--- src/rtl/spi_master_word.sv ---
// Word-oriented SPI mode-0 master (MOSI/SCK, MSB first) feeding the LED matrix / MAX7219 path.
// Optional receive path on MISO is enabled by defining SPI_MASTER_RX_EN.
module spi_master_word #(
    parameter int   MAIN_CLK   = 50_000_000,
    parameter int   SERIAL_CLK = 1_000_000,
    parameter int   BITS       = 16,
    parameter logic SCK_IDLE   = 1'b0
) (
    input  logic            in_clk,
    input  logic            in_rst,
    input  logic            in_enable,
    input  logic [BITS-1:0] in_data,
    output logic            out_ready,
    output logic            out_next_word,
    output logic            out_clk,
    output logic            out_serial,
    input  logic            in_serial,
    output logic [BITS-1:0] out_data
);

    localparam int HALF = MAIN_CLK / SERIAL_CLK / 2;
    localparam int HW   = $clog2(HALF) + 1;
    localparam int BW   = $clog2(BITS) + 1;

    localparam logic [HW-1:0] HALF_LAST = HW'(HALF - 1);
    localparam logic [BW-1:0] BIT_LAST  = BW'(BITS - 1);

    typedef enum logic [1:0] {
        IDLE,
        LOW,
        HIGH
    } state_t;

    state_t          state, state_nxt;
    logic [BITS-1:0] shreg, shreg_nxt;
    logic [BW-1:0]   bit_ctr, bit_nxt;
    logic [HW-1:0]   half_ctr, half_nxt;
    logic            next_word;
    logic            half_done;

    assign half_done = (half_ctr == HALF_LAST);

    always_ff @(posedge in_clk or negedge in_rst) begin
        if (!in_rst) begin
            state     <= IDLE;
            shreg     <= '0;
            bit_ctr   <= '0;
            half_ctr  <= '0;
            next_word <= 1'b0;
        end else begin
            state     <= state_nxt;
            shreg     <= shreg_nxt;
            bit_ctr   <= bit_nxt;
            half_ctr  <= half_nxt;
            next_word <= (state_nxt != IDLE) && (bit_nxt == '0);
        end
    end

    always_comb begin
        state_nxt = state;
        shreg_nxt = shreg;
        bit_nxt   = bit_ctr;
        half_nxt  = half_ctr;
        case (state)
            IDLE: begin
                if (in_enable) begin
                    shreg_nxt = in_data;
                    bit_nxt   = BIT_LAST;
                    half_nxt  = '0;
                    state_nxt = LOW;
                end
            end
            LOW: begin
                if (half_done) begin
                    half_nxt  = '0;
                    state_nxt = HIGH;
                end else begin
                    half_nxt = half_ctr + 1'b1;
                end
            end
            HIGH: begin
                if (half_done) begin
                    half_nxt = '0;
                    if (bit_ctr != '0) begin
                        shreg_nxt = {shreg[BITS-2:0], 1'b0};
                        bit_nxt   = bit_ctr - 1'b1;
                        state_nxt = LOW;
                    end else if (in_enable) begin
                        // back-to-back word: reload on the same edge, no idle gap
                        shreg_nxt = in_data;
                        bit_nxt   = BIT_LAST;
                        state_nxt = LOW;
                    end else begin
                        state_nxt = IDLE;
                    end
                end else begin
                    half_nxt = half_ctr + 1'b1;
                end
            end
            default: state_nxt = IDLE;
        endcase
    end

    // Outputs decode straight from reset flops so an async reset drops them immediately.
    assign out_ready     = (state == IDLE);
    assign out_next_word = next_word;
    assign out_clk       = (state == HIGH) ^ SCK_IDLE;
    assign out_serial    = (state != IDLE) & shreg[BITS-1];

`ifdef SPI_MASTER_RX_EN
    logic [BITS-1:0] rx_shreg;
    logic [BITS-1:0] rx_word;
    logic            rx_sample;
    logic            word_end;

    assign rx_sample = (state == LOW) && half_done;
    assign word_end  = (state == HIGH) && half_done && (bit_ctr == '0);

    always_ff @(posedge in_clk or negedge in_rst) begin
        if (!in_rst) begin
            rx_shreg <= '0;
            rx_word  <= '0;
        end else begin
            if (rx_sample)
                rx_shreg <= {rx_shreg[BITS-2:0], in_serial};
            if (word_end)
                rx_word <= rx_shreg;
        end
    end

    assign out_data = rx_word;
`else
    logic unused_serial;
    assign unused_serial = in_serial;
    assign out_data      = '0;
`endif

endmodule

--- config.mk ---
export PLATFORM = sky130hd
export DESIGN_NAME = spi_master_word
export DESIGN_NICKNAME = d
export VERILOG_FILES = /design/src/rtl/spi_master_word.sv
export SDC_FILE = /design/constraint.sdc
export NUM_CORES = 1
export LEC_CHECK = 0
export CAP_MARGIN = 20
export CORE_UTILIZATION = 40
export DETAILED_ROUTE_END_ITERATION = 10
export PLACE_DENSITY = 0.71
export SETUP_SLACK_MARGIN = 0.3
export SYNTH_ARGS = -nofsm -noshare
export SYNTH_HDL_FRONTEND = slang
export SYNTH_SLANG_ARGS = --single-unit
--- constraint.sdc ---
create_clock -name in_clk -period 2.9 [get_ports in_clk]
set_clock_uncertainty 0.05 [all_clocks]
set_input_delay 0.435 -clock in_clk [delete_from_list [all_inputs] [get_ports in_clk]]
set_output_delay 0.435 -clock in_clk [all_outputs]
set_load 0.005 [all_outputs]
==> impl_metrics.json, run 1 <==
{
  "portBuffers": 22,
  "min_from": "shreg[15]$_DFFE_PN0P_",
  "dp_hpwl_um": 2790,
  "crit_type": "flip-flop to flip-flop",
  "grt_util_all_layers_pct": 17.1,
  "grt_pass1_wl_um": 6530,
  "fin_area_mm2": 0.00221,
  "cts_tree": "done",
  "post-place-ws_ps": 338,
  "r2r_cells": 7,
  "p_leak_nw": 0.921,
  "clk_pin_slew_ps": 60,
  "vias_per_cell": 5.40,
  "max_freq_mhz": 399,
  "powerDensity_mw_per_mm2": 736,
  "p_seq_share_pct": 41.3,
  "route.detailed.wl_per_inst_um": 13.4,
  "yosys_warnings": 0,
  "yosysSeqAreaShare_pct": 41.3,
  "finalHoldViolations": 0,
  "drtIter0Drc": 104,
  "placedCellCount": 278,
  "start_util_pct": 41.8,
  "wl_um": 3860,
  "intPower_mw": 1.02,
  "drv_cap": 0,
  "worstPathArrival_ps": 2630,
  "insertion_delay_ps": 280,
  "cts-buffers-inserted": 5,
  "vias": 1555,
  "hold_path.class": "flip-flop to flip-flop",
  "setup_slack_ps": 395,
  "combPwrFrac_pct": 37.9,
  "path_max_fanout": 4,
  "maxSlewHeadroom_pct": 62.8,
  "tns_ps": 0,
  "dieArea_mm2": 0.00482,
  "worstReg2RegStart": "bit_ctr[1]$_DFF_PN0_",
  "setup_viol": 0,
  "cts_buffer_depth": 2,
  "async_flop_share_pct": 100,
  "core_mm2": 0.00435,
  "peakVddDrop_mv": 0.436,
  "period_share_pct": 86.4,
  "placed_cell_area_mm2": 0.00206,
  "switching_power_uw": 604,
  "clkPwrFrac_pct": 20.8,
  "num-fill-cells": 407,
  "finalWorstPathRequiredPeriod_ps": 2510,
  "rsz0062_at_grt": "no",
  "drive_gt1_share_pct": 10.6,
  "holdPathStages": 2,
  "gr-total-overflow": 0,
  "syn_inst": 206,
  "stdcell_count": 288,
  "syn2layout_area_growth_pct": 21.7,
  "fp-row-count": 24,
  "antenna_cells": 0,
  "antenna_found_initial": 0,
  "drv_slew": 0,
  "htree_num_levels": 2,
  "drc": 0,
  "ys_dominant_reg_cell": "dfrtp_1",
  "cts.root.buffer_cell": "clkbuf_8",
  "power_mw": 1.63,
  "drtPass1Iterations": 4,
  "run_status": "completed",
  "grt_max_degree": 31,
  "reg2reg_slack_ps": 390,
  "io_pins": 40,
  "synth-edff-count": 0,
  "cts_sinks": 30,
  "synth.distinct_cells": 41,
  "timing.rr.end": "out_next_word$_DFF_PN0_",
  "cp_data_required_time_ps": 3030,
  "ant_nets": 0,
  "grt_pass1_vias": 1462,
  "syn_area_mm2": 0.00182,
  "ys_ff_latch": 30,
  "die_w_um": 69.4,
  "nets": 262,
  "hold_buffers": 0,
  "synth.avg_cell_area_um2": 8.83,
  "fp.dieH_um": 69.4,
  "critPathCaptureType": "flip-flop",
  "worst_pin_slew_ps": 552,
  "hold_path_end": "shreg[15]$_DFFE_PN0P_",
  "gp_congestion": 0.825,
  "startpoint_type": "flip-flop",
  "swShare_pct": 37.1
}
==> state kept, by name, indices dropped and copies added, names as in the netlist <==
register	count
shreg	16
half_ctr	6
bit_ctr	5
state	2
out_next_word	1
==> timing repair <==
action	CTS	global route
buffers inserted	0	2
endpoints found under the hold margin	0	0
endpoints found under the setup margin	0	1
gates resized for setup	0	8
==> logic make-up (layout without fill, tap and decap cells) <==
logic type	Yosys count	in the layout	synth area share, %
AND/OR/NAND/NOR	60	60	17.3
other	1	16	0.206
buffers and inverters	37	52	11.0
AO/OA/AOI/OAI	68	68	23.7
multiplexers	3	3	1.65
adder cells (fa/ha/maj)	7	7	4.82
flip-flops	30	30	41.3
==> cell type report <==
| class | count | area, um^2 | share of cell area [%] |
|---|---|---|---|
| Multi-Input combinational cell | 154 | 967 | 43.7 |
| Sequential cell | 30 | 752 | 34.0 |
| Timing Repair Buffer | 31 | 288 | 13.0 |
| Clock buffer | 7 | 86.3 | 3.90 |
| Tap cell | 52 | 65.1 | 2.94 |
| Inverter | 13 | 48.8 | 2.21 |
| Clock inverter | 1 | 5.00 | 0.226 |
==> synthesized netlist by cell type (2+ instances only) <==
cell	count	area, um^2
a21o_1	2	15.0
or4b_1	2	20.0
o21a_1	2	15.0
o41ai_1	3	26.3
o31ai_1	2	15.0
dfrtp_1	30	751
nand2_1	13	48.8
a21oi_1	21	105
ha_1	7	87.6
nor2b_1	5	31.3
o21ai_0	13	65.1
or3_1	2	12.5
buf_4	16	120
clkbuf_1	7	26.3
o22ai_1	15	93.8
mux2i_1	3	30.0
inv_1	13	48.8
nand3_1	6	30.0
nor2_1	22	82.6
==> metrics by stage <==
stage / hold slack, ps / util, %
2_1_floorplan: 89.4 / -
3_3_place_gp: 458 / 47.3
3_5_place_dp: 468 / 47.3
4_1_cts: 482 / 49.4
5_1_grt: 517 / 50.8
6_report: 479 / 50.8
==> placed cells by master (no fill, tap or decap), types with 5 or more instances in the layout <==
cell type and count:
nor2b_1 5, nand3_1 6, nand2_1 13, buf_4 9, ha_1 5, conb_1 16
o22ai_1 15, dfrtp_1 29, clkdlybuf4s50_1 22, nor2_1 22, o21ai_0 13, clkbuf_8 6
inv_1 13, a21oi_1 21
==> power groups by stage <==
stage	Clock [mW]	Sequential (mW)	Combinational (mW)
final	0.339	0.672	0.616
after global routing	0.368	0.695	0.703
after CTS	0.348	0.672	0.610
after detailed placement	0	0.678	0.609
after global placement	0	0.671	0.593
after floorplan	0	0.648	0.439
==> critical path, stage by stage, from the launching register on <==
cell	delay, ps
dfrtp_1	420
inv_1	90
ha_2	210
or4b_4	510
mux2i_1	140
mux2i_1	170
or4b_4	500
a2111oi_4	310
==> per-layer routing <==
| metal | routed length (um) | track usage (%) | vias up |
|---|---|---|---|
| met3 | 135 | 3.49 | 8 |
| li1 | - | - | 766 |
| met1 | 1810 | 21.8 | 741 |
| met4 | 65 | 7.48 | 0 |
| met5 | 0 | 0 | - |
| met2 | 1850 | 28.0 | 40 |
==> worst max path at each step <==
stage / startpoint / end / cells past startpoint
floorplan: bit_ctr[0]$_DFF_PN0_ / out_next_word$_DFF_PN0_ / 8
global placement: in_enable / out_next_word$_DFF_PN0_ / 6
detailed placement: in_enable / out_next_word$_DFF_PN0_ / 6
CTS: state[0]$_DFF_PN0_ / out_next_word$_DFF_PN0_ / 7
global route: bit_ctr[1]$_DFF_PN0_ / out_next_word$_DFF_PN0_ / 7
finish: bit_ctr[1]$_DFF_PN0_ / out_next_word$_DFF_PN0_ / 7
Note: power is estimated with default switching activity, not from simulation.
==> inputs of run 2 (changes only) <==
--- a/constraint.sdc
+++ b/constraint.sdc
@@ -3,3 +3,3 @@
 set_input_delay 0.435 -clock in_clk [delete_from_list [all_inputs] [get_ports in_clk]]
 set_output_delay 0.435 -clock in_clk [all_outputs]
-set_load 0.005 [all_outputs]
+set_load 0.01 [all_outputs]
==> results of run 2 <==
Same layout as run 1 (identical final DEF). Status: completed.
Among the figures that moved: total power 1.63 mW -> 1.64 mW
==> inputs of run 3 (changes only) <==
- ABC_AREA: not set -> 1
- PLACE_DENSITY: 0.71 -> 0.7
==> run 3 against run 2 <==
Compared with the run above: the run now ends with design-rule violations left; first-iteration DRC count grew 35%; wire length grew 4.2%; count of clock-buffer cells in the layout shrank 1; non-clock buffer count shrank 7; via count grew 5.9%; cell count grew 11%; total power grew 18%; utilization shrank 1.0 points; register-to-register slack gained 410 ps; critical path type is now flip-flop to output port; largest cell class unchanged; largest power group is now combinational logic.
==> impl_metrics.json, run 3 <==
{
  "crit_start": "state[0]$_DFF_PN0_",
  "dp_hpwl_um": 2710,
  "final_common_cell": "a21oi_1",
  "most-common-layout-cells": "a21oi_1 (40), dfrtp_1 (30), inv_1 (27)",
  "setup_slack_ps": 586,
  "gp_congestion": 0.904,
  "post-place-ws_ps": 602,
  "yosys_warnings": 0,
  "dieArea_mm2": 0.00509,
  "placed_cell_area_mm2": 0.00209,
  "syn_area_mm2": 0.00192,
  "start_util_pct": 43.0,
  "synth_area_leader_cell": "dfrtp_1",
  "syn2layout_area_growth_pct": 16.0,
  "num-fill-cells": 441,
  "ant_nets": 0,
  "cts_tree": "done",
  "synth.avg_cell_area_um2": 7.81,
  "hold_path.class": "flip-flop to flip-flop",
  "gr-total-overflow": 0,
  "vias_per_cell": 5.16,
  "drv_slew": 0,
  "power_mw": 1.93,
  "fp.dieH_um": 71.3,
  "synthTopCellsByCount": "a21oi_1 (40), dfrtp_1 (30), inv_1 (27)",
  "cp_data_required_time_ps": 2410,
  "yosysSeqAreaShare_pct": 39.1,
  "ys_ff_latch": 30,
  "cts-buffers-inserted": 5,
  "synth-edff-count": 0,
  "fin_area_mm2": 0.00223,
  "p_leak_nw": 1.03,
  "crit_type": "flip-flop to output port",
  "powerDensity_mw_per_mm2": 867,
  "finalHoldViolations": 0,
  "grt_max_degree": 31,
  "rsz0062_at_grt": "no",
  "die_w_um": 71.3,
  "syn_inst": 246,
  "min_from": "shreg[1]$_DFFE_PN0P_",
  "failed_checks": "design-rule violations",
  "max_freq_mhz": 432,
  "top_register": "shreg",
  "cts.root.buffer_cell": "clkbuf_8",
  "cts_buffer_depth": 2,
  "worst_pin_slew_ps": 560,
  "startpoint_type": "flip-flop",
  "post_cts_resize_count": 0,
  "largest_reg_flops": 16,
  "worstReg2RegStart": "state[0]$_DFF_PN0_",
  "drc": 3,
  "drv_cap": 0,
  "synthTopCellsByArea": "dfrtp_1 (39%), a21oi_1 (10%), buf_4 (7.0%), inv_1 (5.3%), nand2_1 (5.1%)",
  "route.detailed.wl_per_inst_um": 12.6,
  "antenna_found_initial": 0,
  "hold_buffers": 0,
  "finalWorstPathRequiredPeriod_ps": 2310,
  "cts_sinks": 30,
  "grt_pass1_wl_um": 6910,
  "drive_gt1_share_pct": 10.1,
  "grt_pass1_vias": 1492,
  "maxSlewHeadroom_pct": 62.7,
  "ys_dominant_reg_cell": "dfrtp_1",
  "wl_um": 4020,
  "io_pins": 40,
  "yosysMostFrequentCell": "a21oi_1",
  "period_share_pct": 79.8,
  "vias": 1647,
  "nets": 293,
  "fin_util_pct": 49.8,
  "synth.distinct_cells": 27,
  "critPathCaptureType": "output port",
  "top_regs": "shreg (16), half_ctr (6), bit_ctr (5)",
  "core_mm2": 0.00447,
  "post-cts-setup-buffers": 0,
  "path_max_fanout": 8,
  "insertion_delay_ps": 280,
  "setup_viol": 0,
  "clk_pin_slew_ps": 70,
  "run_status": "complete, but fails checks",
  "fp-row-count": 24,
  "async_flop_share_pct": 100,
  "synthDominantCellAreaShare_pct": 39.1,
  "drtPass1Iterations": 9,
  "drtIter0Drc": 140,
  "tns_ps": 0,
  "htree_num_levels": 2,
  "antenna_cells": 0,
  "portBuffers": 22,
  "peakVddDrop_mv": 0.332,
  "grt_util_all_layers_pct": 17.6,
  "worstPathArrival_ps": 1830
}
==> run 3: power breakdown <==
group	switching (mW)	leakage, nW	internal (mW)	total [mW]
logic	0.441	0.612	0.276	0.716
registers	0.106	0.348	0.577	0.683
clock network	0.166	0.0714	0.366	0.532
total	0.713	1.03	1.22	1.93
==> run 3: cells by family (layout without fill, tap and decap cells) <==
group / after synthesis / in the layout / share of synthesized area [%]
other cells: 1 / 16 / 0.195
fa+ha+maj: 7 / 7 / 4.56
flops: 30 / 30 / 39.1
simple gates: 73 / 73 / 18.7
buf+inv: 58 / 64 / 16.3
compound gates: 77 / 77 / 21.2
==> run 3: layout make-up <==
cell class | instances | area [um^2] | area share [%]
multi-input combinational | 173 | 915 | 41.0
sequential | 30 | 751 | 33.7
clock inverter | 2 | 60.1 | 2.70
clock buffer | 6 | 82.6 | 3.71
timing repair buffer | 24 | 235 | 10.6
inverter | 32 | 120 | 5.39
tap | 52 | 65.1 | 2.92
==> run 3: path summary, 6_finish.rpt <==
| check | end | slack, ps | cells after the start |
|---|---|---|---|
| setup reg to reg | shreg[10]$_DFFE_PN0P_ | 800 | 8 |
| hold reg to reg | shreg[1]$_DFFE_PN0P_ | 480 | 2 |
| min in group asynchronous | half_ctr[0]$_DFFE_PN0P_ | 490 | 2 |
| hold / removal | shreg[1]$_DFFE_PN0P_ | 480 | 2 |
| max in group asynchronous | shreg[12]$_DFFE_PN0P_ | 2020 | 2 |
| setup / recovery | out_serial | 590 | 4 |
==> run 3: metal layers <==
layer	global-route usage (%)	share of wire [%]	up-vias	routed length, um
met5	0	0	-	0
met4	5.33	1.3	0	52
met3	5.20	4.5	5	180
met2	27.3	46	45	1860
met1	23.7	48	767	1930
li1	-	-	830	-
==> run 3: through the flow <==
step / hold slack, ps / instances
3_3_place_gp: 452 / 311
2_1_floorplan: 89.4 / 261
6_report: 477 / 319
4_1_cts: 480 / 319
3_5_place_dp: 465 / 311
5_1_grt: 510 / 319
==> run 3: critical path, cell delays in order, from the launching register on <==
cell	delay, ps
dfrtp_1	410
inv_1	90
ha_1	320
nor2_1	180
clkdlybuf4s50_1	550
